<file path="config.mk">
export PLATFORM = sky130hd
export DESIGN_NAME = alu_seq_core
export DESIGN_NICKNAME = d
export VERILOG_FILES = /design/src/rtl/alu_pkg.sv /design/src/rtl/alu_mul_iter.sv /design/src/rtl/alu_seq_core.sv
export SDC_FILE = /design/constraint.sdc
export NUM_CORES = 1
export LEC_CHECK = 0
export CAP_MARGIN = 20
export CORE_ASPECT_RATIO = 1.1
export CORE_MARGIN = 2
export CORE_UTILIZATION = 35
export DETAILED_ROUTE_END_ITERATION = 8
export PLACE_DENSITY = 0.58
export SETUP_SLACK_MARGIN = 0.1
export SLEW_MARGIN = 5
export SYNTH_ARGS = -nofsm -noshare
export SYNTH_HDL_FRONTEND = slang
export SYNTH_SLANG_ARGS = --single-unit
</file>
<file path="constraint.sdc">
create_clock -name clk -period 11.41 [get_ports clk]
set_clock_uncertainty 0.2 [all_clocks]
set_input_delay 1.141 -clock clk [delete_from_list [all_inputs] [get_ports clk]]
set_output_delay 1.141 -clock clk [all_outputs]
set_load 0.03 [all_outputs]
</file>
<file path="src/rtl/alu_pkg.sv">
// Shared opcode encodings, FSM state type and opcode classification helpers
// for the sequential ALU core and its iterative multiplier.
package alu_pkg;

   localparam logic [3:0] OP_ADD  = 4'd0;
   localparam logic [3:0] OP_SUB  = 4'd1;
   localparam logic [3:0] OP_AND  = 4'd2;
   localparam logic [3:0] OP_OR   = 4'd3;
   localparam logic [3:0] OP_XOR  = 4'd4;
   localparam logic [3:0] OP_NOT  = 4'd5;
   localparam logic [3:0] OP_SHL  = 4'd6;
   localparam logic [3:0] OP_SHR  = 4'd7;
   localparam logic [3:0] OP_SRA  = 4'd8;
   localparam logic [3:0] OP_ADC  = 4'd9;
   localparam logic [3:0] OP_MUL  = 4'd10;
   localparam logic [3:0] OP_MULH = 4'd11;

   typedef enum logic [1:0] {
      ST_IDLE = 2'd0,
      ST_EXEC = 2'd1,
      ST_DONE = 2'd2
   } state_t;

   function automatic logic is_mul(input logic [3:0] op);
      return (op == OP_MUL) || (op == OP_MULH);
   endfunction

   // Ops whose carry output is remembered for a later ADC.
   function automatic logic sets_carry(input logic [3:0] op);
      case (op)
         OP_ADD, OP_SUB, OP_ADC, OP_SHL, OP_SHR, OP_SRA: return 1'b1;
         default:                                        return 1'b0;
      endcase
   endfunction

endpackage

</file>
<file path="src/rtl/alu_mul_iter.sv">
// Unsigned shift-add multiplier: one partial product per cycle, WIDTH cycles
// per product; the start cycle already performs the first iteration.
module alu_mul_iter
   import alu_pkg::*;
#(
   parameter int WIDTH = 8
) (
   input  logic               clk,
   input  logic               rst_n,
   input  logic               start,
   input  logic [WIDTH-1:0]   a,
   input  logic [WIDTH-1:0]   b,
   output logic               busy,
   output logic               done,
   output logic [2*WIDTH-1:0] product
);

   localparam int SHW = $clog2(WIDTH);

   logic [WIDTH-1:0] hi, lo, mcand;
   logic [WIDTH-1:0] cur_hi, cur_lo, cur_mcand;
   logic [WIDTH:0]   sum;
   logic [SHW-1:0]   cnt;

   // On start the fresh operands feed the adder directly, saving a load cycle.
   always_comb begin
      cur_hi    = start ? '0 : hi;
      cur_lo    = start ? b  : lo;
      cur_mcand = start ? a  : mcand;
      sum       = {1'b0, cur_hi} + (cur_lo[0] ? {1'b0, cur_mcand} : '0);
   end

   always_ff @(posedge clk) begin
      if (!rst_n) begin
         busy <= 1'b0;
         done <= 1'b0;
         cnt  <= '0;
      end else begin
         done <= 1'b0;
         if (start) begin
            busy <= 1'b1;
            cnt  <= SHW'(1);
         end else if (busy) begin
            cnt <= cnt + 1'b1;
            if (cnt == SHW'(WIDTH - 1)) begin
               busy <= 1'b0;
               done <= 1'b1;
            end
         end
      end
   end

   always_ff @(posedge clk) begin
      if (start || busy) begin
         hi    <= sum[WIDTH:1];
         lo    <= {sum[0], cur_lo[WIDTH-1:1]};
         mcand <= cur_mcand;
      end
   end

   assign product = {hi, lo};

endmodule

</file>
<file path="src/rtl/alu_seq_core.sv">
// Registered WIDTH-bit ALU with valid/ready on both sides, C/Z/N/V flags,
// stored carry for ADC and an iterative multiplier for MUL/MULH.
module alu_seq_core
   import alu_pkg::*;
#(
   parameter int WIDTH = 8
) (
   input  logic             clk,
   input  logic             rst_n,
   input  logic             in_valid,
   output logic             in_ready,
   input  logic [WIDTH-1:0] a,
   input  logic [WIDTH-1:0] b,
   input  logic [3:0]       opcode,
   output logic             out_valid,
   input  logic             out_ready,
   output logic [WIDTH-1:0] result,
   output logic             carry,
   output logic             zero,
   output logic             neg,
   output logic             ovf,
   output logic             err
);

   localparam int SHW = $clog2(WIDTH);

   state_t               state;
   logic [3:0]           op_q;
   logic                 cflag;
   logic                 accept, mul_start, mul_busy, mul_done;
   logic [2*WIDTH-1:0]   product;
   logic [SHW-1:0]       amt;
   logic [WIDTH:0]       add_ext, sub_ext, shl_ext, shr_ext;
   logic signed [WIDTH:0] sra_ext;
   logic [WIDTH-1:0]     alu_res, mul_res;
   logic                 alu_c, alu_v, alu_e, mul_c;

   // in_ready is only ever high in IDLE, so it doubles as the state qualifier.
   assign accept    = in_valid & in_ready;
   assign mul_start = accept & is_mul(opcode);
   assign amt       = b[SHW-1:0];

   // Shifts carry one guard bit so the last bit shifted out lands in a fixed position.
   assign add_ext = {1'b0, a} + {1'b0, b} + {{WIDTH{1'b0}}, (opcode == OP_ADC) & cflag};
   assign sub_ext = {1'b0, a} - {1'b0, b};
   assign shl_ext = {1'b0, a} << amt;
   assign shr_ext = {a, 1'b0} >> amt;
   assign sra_ext = $signed({a, 1'b0}) >>> amt;

   always_comb begin
      alu_res = '0;
      alu_c   = 1'b0;
      alu_v   = 1'b0;
      alu_e   = 1'b0;
      case (opcode)
         OP_ADD, OP_ADC: begin
            alu_res = add_ext[WIDTH-1:0];
            alu_c   = add_ext[WIDTH];
            alu_v   = (a[WIDTH-1] == b[WIDTH-1]) && (add_ext[WIDTH-1] != a[WIDTH-1]);
         end
         OP_SUB: begin
            alu_res = sub_ext[WIDTH-1:0];
            alu_c   = sub_ext[WIDTH];
            alu_v   = (a[WIDTH-1] != b[WIDTH-1]) && (sub_ext[WIDTH-1] != a[WIDTH-1]);
         end
         OP_AND: alu_res = a & b;
         OP_OR:  alu_res = a | b;
         OP_XOR: alu_res = a ^ b;
         OP_NOT: alu_res = ~a;
         OP_SHL: begin
            alu_res = shl_ext[WIDTH-1:0];
            alu_c   = shl_ext[WIDTH];
         end
         OP_SHR: begin
            alu_res = shr_ext[WIDTH:1];
            alu_c   = shr_ext[0];
         end
         OP_SRA: begin
            alu_res = sra_ext[WIDTH:1];
            alu_c   = sra_ext[0];
         end
         OP_MUL, OP_MULH: ;
         default: alu_e = 1'b1;
      endcase
   end

   assign mul_res = (op_q == OP_MULH) ? product[2*WIDTH-1:WIDTH] : product[WIDTH-1:0];
   assign mul_c   = (op_q == OP_MUL) & (|product[2*WIDTH-1:WIDTH]);

   alu_mul_iter #(.WIDTH(WIDTH)) u_mul (
      .clk     (clk),
      .rst_n   (rst_n),
      .start   (mul_start),
      .a       (a),
      .b       (b),
      .busy    (mul_busy),
      .done    (mul_done),
      .product (product)
   );

   always_ff @(posedge clk) begin
      if (!rst_n) begin
         state     <= ST_IDLE;
         in_ready  <= 1'b0;
         out_valid <= 1'b0;
         op_q      <= '0;
         cflag     <= 1'b0;
         result    <= '0;
         carry     <= 1'b0;
         zero      <= 1'b0;
         neg       <= 1'b0;
         ovf       <= 1'b0;
         err       <= 1'b0;
      end else begin
         case (state)
            ST_IDLE: begin
               in_ready <= 1'b1;
               if (accept) begin
                  in_ready <= 1'b0;
                  op_q     <= opcode;
                  if (is_mul(opcode)) begin
                     state <= ST_EXEC;
                  end else begin
                     state     <= ST_DONE;
                     out_valid <= 1'b1;
                     result    <= alu_res;
                     carry     <= alu_c;
                     zero      <= (alu_res == '0);
                     neg       <= alu_res[WIDTH-1];
                     ovf       <= alu_v;
                     err       <= alu_e;
                     if (sets_carry(opcode)) cflag <= alu_c;
                  end
               end
            end
            ST_EXEC: begin
               if (mul_done) begin
                  state     <= ST_DONE;
                  out_valid <= 1'b1;
                  result    <= mul_res;
                  carry     <= mul_c;
                  zero      <= (mul_res == '0);
                  neg       <= mul_res[WIDTH-1];
                  ovf       <= 1'b0;
                  err       <= 1'b0;
               end else if (!mul_busy) begin
                  // Multiplier idle without a result: recover rather than hang.
                  state    <= ST_IDLE;
                  in_ready <= 1'b1;
               end
            end
            ST_DONE: begin
               if (out_ready) begin
                  state     <= ST_IDLE;
                  out_valid <= 1'b0;
                  in_ready  <= 1'b1;
               end
            end
            default: begin
               state    <= ST_IDLE;
               in_ready <= 1'b0;
            end
         endcase
      end
   end

endmodule

</file>
After elaboration in Yosys (flattened, before gate mapping)

Cells that the tools add are included.

Flip-flop bits (word level): 51
Bits of input ports: 24
Output and inout port bits: 15
Logic and storage cells: 146

Mux-type cells: 59
Reduce and logical (&&, ||, !) cells: 23
Shifts and indexed selects: 3
Equality and inequality tests: 27
$add $sub $neg: 5
Bitwise logic cells: 11

Operators by type and width:

| operator                                            | count |
|---|---|
| one-hot mux 8 bit (9 select lines)                  | 1 |
| 2-to-1 mux 8 bit                                    | 8 |
| 2-to-1 mux 1 bit                                    | 34 |
| equality test 4 bit, second input constant          | 6 |
| equality test 4 x 3 -> 1 bit, second input constant | 4 |
| zero test 8 bit                                     | 2 |
| one-hot mux 8 bit (2 select lines)                  | 1 |
| one-hot mux 1 bit (2 select lines)                  | 6 |
| OR reduction 12 bit                                 | 1 |
| 2-to-1 mux 2 bit                                    | 5 |
| != test 2 bit, second input constant                | 5 |
| adder 8 x 8 -> 9 bit                                | 1 |
| adder 8 x 9 -> 9 bit                                | 1 |
| adder 9 x 1 -> 9 bit                                | 1 |
| << shifter 8 x 3 -> 9 bit                           | 1 |
| >> shifter 9 x 3 -> 9 bit                           | 1 |
| >>> shifter 9 x 3 -> 9 bit                          | 1 |
| subtractor 8 x 8 -> 9 bit                           | 1 |
| bitwise AND 8 bit                                   | 1 |
| equality test 4 x 2 -> 1 bit, second input constant | 2 |
| inverter 8 bit                                      | 1 |
| OR 8 bit                                            | 1 |
| AND reduction 4 bit                                 | 2 |
| OR reduction 8 bit                                  | 1 |
| other kinds (27)                                    | 40 |

Depth between registers and ports, before layout

Gate-level depths: netlist (run 1).

Depth in word-level cells: 9
Mapped depth: 15
Mapped depth without buffers: 13

Modules after synthesis

A second synthesis (run 1) with hierarchy kept.

Cell total of the unflattened synthesis: 532
Area, all modules: 4,715.8 µm²

By module, submodules not included:

| module       | area each (µm²) | sequential area each (µm²) | cells each | times used |
|---|---|---|---|---|
| alu_seq_core | 3,156.8         | 420.4                      | 410        | 1 |
| alu_mul_iter | 1,559.0         | 820.8                      | 122        | 1 |

Least setup slack after synthesis (run 1)

OpenSTA, ideal clock, no wires.

Path kind: input to register
Start: input opcode[2]
End: register u_mul.hi[7] (data pin)
Path slack: 6.982 ns
Setup time: 0.257 ns
Data required time: 10.953 ns
Path buffers: 2
Stages: 15
Arrival time: 3.971 ns
Cell sequence: buf_6 nand3b_1 nor2_1 buf_2 mux2i_1 nor2_1 ha_1 fa_1 a21o_1 a21oi_1 o21bai_1 a21oi_1 nor2b_1 o21ai_0 nand2b_1

Word-level cells in the longest chain between the ends: 6
Elaborated cells between the ends (all ways): 9
Those cells by class: add/sub: 1; eq/ne: 2; mux: 4; bitwise: 1; reduce/logical: 1

Ends and longest elaborated chain:

| item                                       | line                                   | RTL |
|---|---|---|
| start, declared                            | alu_seq_core.sv:14                     | `input logic [3:0] opcode,` |
| equality test 4 bit                        | alu_pkg.sv:25                          | `return (op == OP_MUL) \|\| (op == OP_MULH);` |
| logical OR 1 bit (*)                       | alu_pkg.sv:25                          |  |
| bitwise AND 1 bit (*)                      | alu_seq_core.sv:40                     | `assign mul_start = accept & is_mul(opcode);` |
| 2-to-1 mux 8 bit, on equally long branches | alu_mul_iter.sv:29, alu_mul_iter.sv:28 |  |
| 2-to-1 mux 8 bit                           | alu_mul_iter.sv:30                     | `sum = {1'b0, cur_hi} + (cur_lo[0] ? {1'b0, cur_mcand} : '0);` |
| adder 8 x 9 -> 9 bit (*)                   | alu_mul_iter.sv:30                     |  |
| net u_mul.sum[8]                           | alu_mul_iter.sv:22                     | `logic [WIDTH:0] sum;` |
| end signal, assigned                       | alu_mul_iter.sv:55                     | `hi <= sum[WIDTH:1];` |
| end, declared                              | alu_mul_iter.sv:20                     | `logic [WIDTH-1:0] hi, lo, mcand;` |

The timed path passes the listed nets; every way through them passes the cells marked *.
A chain may end at the register's enable or synchronous reset.

Final worst setup path (run 1)

Start: input opcode[1]
End: register u_mul.hi[7] (data pin)

The elaborated chain is that of the path after synthesis.

==> metrics.txt, run 1 <==
outcome=finished clean; CP Max Fanout=27; clk root buf=clkbuf_16; top cell type by total area after synthesis=edfxtp_1; global-route usage over all layers=18.4%; Hold Fails Final Rpt=0; Diodes inserted=0; Synth-to-Final Area Change=12.0%; Worst EP required=11.26 ns; Die Wd=116 um; GRT overflow=0; final worst setup slack=6.00 ns; drt pass-1 iters=5; RSZ-0062 raised after global routing=no; synth top area cells=edfxtp_1 (15%), dfxtp_1 (11%), ha_1 (10%); Post-Syn Area per Cell=9.34 um^2; flop2flop setup slack=around 7.6 ns; hold buffer count at cts=0; clk_lat worst skew=0.29 ns; Routed Wire Length=13,100 um; Fmax=roughly 180 MHz; Synth top cells by count=ha_1 (39), nand2_1 (33), nor2b_1 (31), inv_1 (28); CP Capture Point=u_mul.hi[7]$_DFFE_PP_; Fin Hold WS=about 0.26 ns; endpoints failing setup=0; Num CTS Buffers=5; die area=14,700 um^2; kind of critical path=in2reg; reg2reg end=u_mul.hi[7]$_DFFE_PP_; Max Cap Violations=0; initial antenna violation count=0; largest net degree at the start of global routing=29; layout cells sized above 1=a little under an eighth; layout filler cell count=between 1,000 and 1,500; Post-synth EDFFs=24; I/O pins=39; die span in y=127 um; Placement Rows=44; Worst setup SP type=primary input; HP Start=ovf$_SDFFE_PN0P_; total power=0.672 mW; CP Data Arrival Time=5.26 ns; CTS tree=yes; Power Dens Cells=125 nW/um^2; CTS Sinks=50; H-tree lvl count=2; CTS max path bufs=2; vias post-DR=4,011; worst min-delay path class=reg2reg; Seq cells post-synth=50; core area=13,300 um^2; Period Utilization, post-route=47.4%; Residual DRC=0; top_reg_cell synth=dfxtp_1; register area share after synthesis=25.9%; DRT antenna net count=0; Storage cell area=1240 um^2; design area=5380 um^2; CP endpoint kind=flop; CP startpoint=opcode[1]; Post-Route Setup TNS=0 ns; share of the synthesized area in the top cell type=between 15 and 20%; fin nets=593; vias per cell=5.64; vias in the first global route=~4,000; Post-Syn Instances=514; post-place setup slack=approximately 5.7 ns; max-slew violation count=0; synth unique cells=86; number of port buffers=38; peak supply drop=between 0.07 and 0.08 mV; global-route wire length before repair=21,300 um; Initial Utilization=around 36%; clock-pin slew on the worst setup and hold paths=about 0.070 ns; Multi-input gate area=3180 um^2; top-count cell post-synth=ha_1; Synth async-reset ratio=0%; crit path time final=5.41 ns; reg2reg start=in_ready$_SDFFE_PN0P_; Slew headroom=42.8%; WL/cell=approximately 18 um; setup bufs post-CTS=0; global placer's final weighted congestion=0.969; Yosys warnings=0; DP HPWL=between 9000 and 10,000 um; post_cts resized=0; DP Area=about 5200 um^2; Post-Synthesis Net Count=just under 600; Detailed Route Iter0 Violations=275; Leak=2.12 nW; Post-Syn Area=4800 um^2; Worst-Margin Slew=0.856 ns; Reg2Reg Depth=14
## cells by family after synthesis
family	share of synthesized area, %
and+or+nand+nor	17.6
AOI/OAI and AO/OA	20.7
buffers and inverters	7.82
muxes	14.1
DFF	25.9
adders and majority gates	11.8
xor gates and xnor gates	2.01
## layout make-up
cell class	instances	area share [%]
Tap cell	184	4.28
Multi-Input combinational cell	397	59.2
Clock inverter	3	1.28
Sequential cell	50	23.1
Timing Repair Buffer	43	7.77
Clock buffer	5	2.33
Inverter	29	2.02
## routing by layer
| layer | wire length [um] | GRT usage, % |
|---|---|---|
| met5 | 0 | 0 |
| met3 | 603 | 2.53 |
| met2 | 6190 | 29.7 |
| met1 | 5930 | 25.1 |
| met4 | 413 | 6.72 |
## sequential cells by signal, indices dropped and copies added, names as in the netlist
| name | count |
|---|---|
| err | 1 |
| in_ready | 1 |
| cflag | 1 |
| u_mul.lo | 8 |
| result | 7 |
| u_mul.mcand | 8 |
| neg | 1 |
| u_mul.done | 1 |
| u_mul.busy | 1 |
| op_q | 4 |
| zero | 1 |
| out_valid | 1 |
| u_mul.hi | 8 |
| carry | 1 |
| ovf | 1 |
| u_mul.cnt | 3 |
| state | 2 |
## cell usage in the layout (no fill, tap or decap), types with 4 or more instances in the layout
| cell | instances |
|---|---|
| mux4_2 | 9 |
| nand2b_1 | 9 |
| o31ai_1 | 5 |
| nand3_1 | 7 |
| clkdlybuf4s50_1 | 38 |
| ha_1 | 39 |
| buf_4 | 5 |
| nand2_1 | 33 |
| inv_1 | 28 |
| o211ai_1 | 4 |
| a211oi_1 | 5 |
| and2_1 | 4 |
| xor2_1 | 4 |
| a21o_1 | 7 |
| a21oi_1 | 25 |
| mux2i_1 | 27 |
| o22ai_1 | 4 |
| o21ai_0 | 27 |
| nor2b_1 | 31 |
| edfxtp_1 | 24 |
| nor4_1 | 4 |
| dfxtp_1 | 26 |
| fa_1 | 4 |
| a22oi_1 | 5 |
| mux2_2 | 16 |
| clkbuf_16 | 5 |
| xnor2_1 | 7 |
| nor3_1 | 7 |
| nor2_1 | 24 |
| o221a_2 | 4 |
| a221oi_1 | 7 |
## power breakdown
part / internal (mW) / switching (mW) / total [mW]
Sequential: 0.210 / 0.0135 / 0.223
Combinational: 0.104 / 0.149 / 0.254
Clock: 0.126 / 0.0687 / 0.195
## metrics by stage
stage | cells | utilization, %
finish | 711 | 40.4
CTS | 711 | 40.4
floorplan | 514 | -
global route | 711 | 40.4
global placement | 703 | 38.9
detailed placement | 703 | 38.9
## critical path: stages
cell and delay (ns):
clkdlybuf4s50_1 0.99, nand3b_1 0.28, nor2_2 0.20, buf_4 0.33, mux2i_1 0.57, nor2_1 0.09, ha_1 0.24, fa_1 0.40
a21o_1 0.17, a21oi_1 0.22, o21bai_1 0.11, a21oi_1 0.22, nor2b_1 0.07, o21ai_0 0.16, nand2b_1 0.07
## worst min path at each step
stage	to	cells past startpoint	slack, ns
6_report	ovf$_SDFFE_PN0P_	2	0.26
4_1_cts	ovf$_SDFFE_PN0P_	2	0.27
3_3_place_gp	result[4]$_SDFFE_PN0P_	2	0.26
2_1_floorplan	u_mul.cnt[1]$_SDFFE_PP0P_	2	0.26
3_5_place_dp	ovf$_SDFFE_PN0P_	2	0.26
5_1_grt	neg$_SDFFE_PN0P_	2	0.31
No activity file was read; power rests on OpenSTA's default activity.
==> run 2, diff against run 1 <==
clock period = 5.7 ns   (was 11.41 ns; I/O delays follow)
==> metrics.txt, run 2 (synthesized netlist as in run 1, its figures left out) <==
outcome=finished clean; I/O pins=39 (unchanged); flop2flop setup slack=2.17 ns (-5.47 ns); RSZ-0062 raised after global routing=no; Leak=2.13 nW (+0.67%); fin nets=598 (+0.84%); HP Start=ovf$_SDFFE_PN0P_; hold buffer count at cts=0 (unchanged); GRT overflow=0 (unchanged); layout cells sized above 1=12.8% (+0.83 points); fin cells=716 (+0.70%); global placer's final weighted congestion=0.946 (-2.4%); endpoints failing setup=0 (unchanged); Slew headroom=48.1% (+5.3 points); Residual DRC=0 (unchanged); Post-Route Setup TNS=0 ns (unchanged); Routed Wire Length=13,400 um (+2.1%); Hold Fails Final Rpt=0 (unchanged); Initial Utilization=36.0% (unchanged); placed insts=708 (+0.71%); vias per cell=5.62 (-0.33%); Worst EP required=5.55 ns (-5.71 ns); number of port buffers=38 (unchanged); die area=14,700 um^2 (unchanged); Power Dens Cells=241 nW/um^2 (+93%); setup bufs post-CTS=0 (unchanged); final worst setup slack=1.54 ns (-4.46 ns); Diodes inserted=0 (unchanged); Fin Hold WS=0.265 ns (+0.000762 ns); Num CTS Buffers=5 (unchanged); commonest non-fill, non-tap cell in the layout=ha_1; Max Cap Violations=0 (unchanged); DP HPWL=10,200 um (+3.4%); crit path time final=between 4 and 5 ns; largest net degree at the start of global routing=29 (unchanged); CTS tree=yes; kind of critical path=in2reg; reg2reg start=in_ready$_SDFFE_PN0P_; max-slew violation count=0 (unchanged); initial antenna violation count=0 (unchanged); clock-pin slew on the worst setup and hold paths=0.07 ns (about the same); biggest regs=u_mul.hi (8), u_mul.lo (8), u_mul.mcand (8); most frequent cells in the layout=ha_1 (39), clkdlybuf4s50_1 (38), nand2_1 (33); vias in the first global route=4,131 (+2.5%); Worst Hold End=ovf$_SDFFE_PN0P_; design area=5390 um^2 (+0.23%); cell depth of the worst hold path=2 (unchanged); global-route usage over all layers=18.9% (+0.48 points); core area=13,300 um^2 (unchanged); clk root buf=clkbuf_16; Worst setup SP type=primary input; post_cts resized=0 (unchanged); Worst-Margin Slew=0.779 ns (-0.0775 ns); die span in y=127 um (unchanged); Fmax=approximately 240 MHz; WL/cell=18.7 um (+1.4%); CTS max path bufs=2 (unchanged); drt pass-1 iters=5 (unchanged); clk_lat worst skew=0.29 ns (about the same); Detailed Route Iter0 Violations=299 (+8.7%); post-place setup slack=1.21 ns (-4.52 ns); CP Data Arrival Time=4.01 ns (-1.25 ns); CP Max Fanout=26 (-3.7%); reg2reg end=u_mul.hi[7]$_DFFE_PP_; Period Utilization, post-route=73.0%; peak supply drop=0.109 mV (+45%); Layout Utilization=40.4% (+0.094 points); CP endpoint kind=flop; H-tree lvl count=2 (unchanged); Die Wd=116 um (unchanged); CTS Sinks=50 (unchanged); Synth-to-Final Area Change=12.3%; total power=1.30 mW (+94%); Placement Rows=44 (unchanged); Reg2Reg Depth=13 (-1); worst min-delay path class=reg2reg; global-route wire length before repair=21,800 um (+2.3%); vias post-DR=4,026 (+0.37%); DP Area=5220 um^2 (+0.72%); DRT antenna net count=0 (unchanged)
## run 2: how the worst max path moves through the flow
stage                         start               endpoint  depth (start not counted)
after CTS                 opcode[1]  u_mul.hi[7]$_DFFE_PP_                         16
after floorplan           opcode[2]  u_mul.hi[7]$_DFFE_PP_                         15
after global placement    opcode[1]  u_mul.hi[7]$_DFFE_PP_                         15
after detailed placement  opcode[1]  u_mul.hi[7]$_DFFE_PP_                         16
final                     opcode[1]  u_mul.hi[7]$_DFFE_PP_                         15
after global routing      opcode[1]  u_mul.hi[7]$_DFFE_PP_                         16
## run 2: report_power, final
part           total, mW  leakage (nW)  internal (mW)  switching, mW
sequential         0.447         0.429          0.420         0.0273
clock              0.344        0.0842          0.208          0.136
combinational      0.510          1.62          0.211          0.299
## run 2: cell type report
type                    instances  area, um^2
flip-flops and latches         50        1240
repair buffers                 48         455
multi-input cells             397        3180
clock buffers                   5         125
fillers                      1352        7930
inverters                      29         109
clock inverters                 3        43.8
well taps                     184         230
## run 2: critical path, stage by stage
cell,delay [ns]
clkdlybuf4s50_1,0.46
buf_4,0.25
nand3b_1,0.19
nor2_2,0.21
buf_4,0.33
mux2_2,0.38
nor2b_1,0.16
fa_1,0.46
a21o_1,0.17
a21oi_1,0.23
o21bai_1,0.10
a21oi_1,0.21
nor2b_1,0.07
o21ai_0,0.14
nand2b_1,0.07
## run 2: metal layers
metal,vias up,track usage (%),routed length (um),part of all wire (%)
met5,-,0,0,0
met4,0,5.60,316,2.4
met3,23,2.72,635,4.7
met2,114,31.5,6490,48
met1,1958,25.3,5970,44
li1,1931,-,-,-
==> run 3, diff against run 2 <==
PLACE_DENSITY = 0.6   (was 0.58)
clock period = 3.4 ns   (was 5.7 ns; I/O delays follow)
==> metrics.txt, run 3 (synthesized netlist as in run 1, its figures left out) <==
CP Data Arrival Time=3.13 ns (-0.88 ns); fin nets=657 (+9.9%); Crit path largest cell delay=0.53 ns (+0.07 ns); CTS tree=yes; hold buffer count at cts=0 (unchanged); Worst EP required=3.39 ns (-2.16 ns); flop2flop setup slack=0.46 ns (-1.71 ns); slowest stage cell, crit path=clkdlybuf4s50_1; Detailed Route Iter0 Violations=350 (+17%); total power=2.19 mW (+68%); Max Cap Violations=0 (unchanged); Period Utilization, post-route=92.4%; DRT antenna net count=0 (unchanged); vias in the first global route=4,301 (+4.1%); peak supply drop=0.280 mV (+160%); Die Wd=116 um (unchanged); vias post-DR=4,314 (+7.2%); Synth-to-Final Area Change=23.2%; Leak=2.45 nW (+15%); Num CTS Buffers=5 (unchanged); GRT overflow=0 (unchanged); Hold Fails Final Rpt=0 (unchanged); layout cells sized above 1=23.5% (+11 points); Residual DRC=0 (unchanged); cells along the critical path=clkdlybuf4s50_1 > inv_1 > ha_1 > fa_1 > mux2_2 > o221a_2 > o32a_1 > o21ai_2 > nor4_1 > and3_4 > a22o_1; clk_lat worst skew=0.29 ns (about the same); drt pass-1 iters=5 (unchanged); CTS max path bufs=2 (unchanged); Power Dens Cells=371 nW/um^2 (+54%); global-route usage over all layers=19.6% (+0.70 points); H-tree lvl count=2 (unchanged); most frequent cells in the layout=buf_4 (65), ha_1 (39), clkdlybuf4s50_1 (35); crit path time final=between 3 and 4 ns; endpoints failing setup=0 (unchanged); Initial Utilization=36.0% (unchanged); Worst setup SP type=primary input; I/O pins=39 (unchanged); initial antenna violation count=0 (unchanged); global-route wire length before repair=22,900 um (+4.7%); Worst-Margin Slew=0.612 ns (-0.166 ns); HP Start=result[0]$_SDFFE_PN0P_; Worst Hold End=result[0]$_SDFFE_PN0P_; Slew headroom=59.0% (+11 points); Placement Rows=44 (unchanged); clk root buf=clkbuf_16; die span in y=127 um (unchanged); reg2reg start=in_ready$_SDFFE_PN0P_; max-slew violation count=0 (unchanged); DP HPWL=11,000 um (+8.6%); Routed Wire Length=14,200 um (+6.2%); CP endpoint kind=flop; CP Max Fanout=3 (-88%); reg2reg end=u_mul.hi[7]$_DFFE_PP_; largest net degree at the start of global routing=28 (-3.4%); Diodes inserted=0 (unchanged); commonest non-fill, non-tap cell in the layout=buf_4; core area=13,300 um^2 (unchanged); biggest regs=u_mul.hi (8), u_mul.lo (8), u_mul.mcand (8); global placer's final weighted congestion=0.949 (+0.33%); outcome=finished clean; Reg2Reg Depth=14 (+1); number of port buffers=38 (unchanged); worst min-delay path class=reg2reg; cell depth of the worst hold path=2 (unchanged); clock-pin slew on the worst setup and hold paths=0.07 ns (about the same); Layout Utilization=44.4% (+3.9 points); die area=14,700 um^2 (unchanged); Fmax=318 MHz; CTS Sinks=50 (unchanged); kind of critical path=in2reg; RSZ-0062 raised after global routing=no; vias per cell=5.57 (-1.0%); WL/cell=18.4 um (-1.9%)
## run 3: cell count changes in the layout (fill, tap and decap cells not counted), sizes merged
cell / before / now
buf: 10 / 69
bufinv: 1 / 0
clkbuf: 5 / 6
clkdlybuf4s50: 38 / 35
clkinv: 2 / 3
dlymetal6s2s: 0 / 3
inv: 29 / 28
## run 3: report_power, final
| part | leakage, nW | switching (mW) | internal, mW | total [mW] |
|---|---|---|---|---|
| combinational | 1.95 | 0.527 | 0.426 | 0.953 |
| sequential | 0.429 | 0.0488 | 0.706 | 0.754 |
| clock | 0.0683 | 0.214 | 0.270 | 0.483 |
| total | 2.45 | 0.789 | 1.40 | 2.19 |
## run 3: metrics by stage
step           worst slack [ns]  TNS [ns]  std cells  cell area [um^2]  hold WS (ns)
2_1_floorplan             0.124         0        514              4830         0.265
3_3_place_gp             -0.163     -1.03        764              5680         0.252
3_5_place_dp             -0.229     -1.60        764              5680         0.255
4_1_cts                  0.0981         0        774              5860         0.264
5_1_grt                   0.143         0        775              5910         0.292
6_report                  0.257         0        775              5910         0.262
## run 3: timing repair
item	CTS	global route
endpoints found under the setup margin	5	11
setup buffers	2	1
resized for setup	5	14
pin swaps	3	8
## run 3: area by class of cell
type	instances	area, um^2
clock buffers	6	129
flip-flops and latches	50	1240
inverters	29	109
well taps	184	230
fillers	1336	7410
clock inverters	2	8.76
repair buffers	107	938
multi-input cells	397	3250
## run 3: worst max-delay path by stage
stage | start | end | slack [ns] | depth (start not counted)
finish | a[0] | zero$_SDFFE_PN0P_ | 0.26 | 11
global route | opcode[0] | zero$_SDFFE_PN0P_ | 0.14 | 12
CTS | opcode[1] | zero$_SDFFE_PN0P_ | 0.1 | 13
detailed placement | opcode[1] | zero$_SDFFE_PN0P_ | -0.23 | 13
global placement | opcode[1] | zero$_SDFFE_PN0P_ | -0.16 | 13
floorplan | opcode[2] | u_mul.hi[7]$_DFFE_PP_ | 0.12 | 15
## run 3: layer usage
metal | GRT usage [%] | vias to the layer above | wire length (um)
met5 | 0 | - | 0
met2 | 32.1 | 136 | 6740
li1 | - | 2064 | -
met4 | 5.81 | 0 | 408
met3 | 3.15 | 28 | 749
met1 | 26.5 | 2086 | 6340
## run 3: worst max-delay path: cells and delay by family
family	cells	cell delay [ns]
and+or+nand+nor	2	0.28
muxes	1	0.27
buffers and inverters	2	0.66
adders and majority gates	2	0.70
AOI/OAI and AO/OA	4	0.88
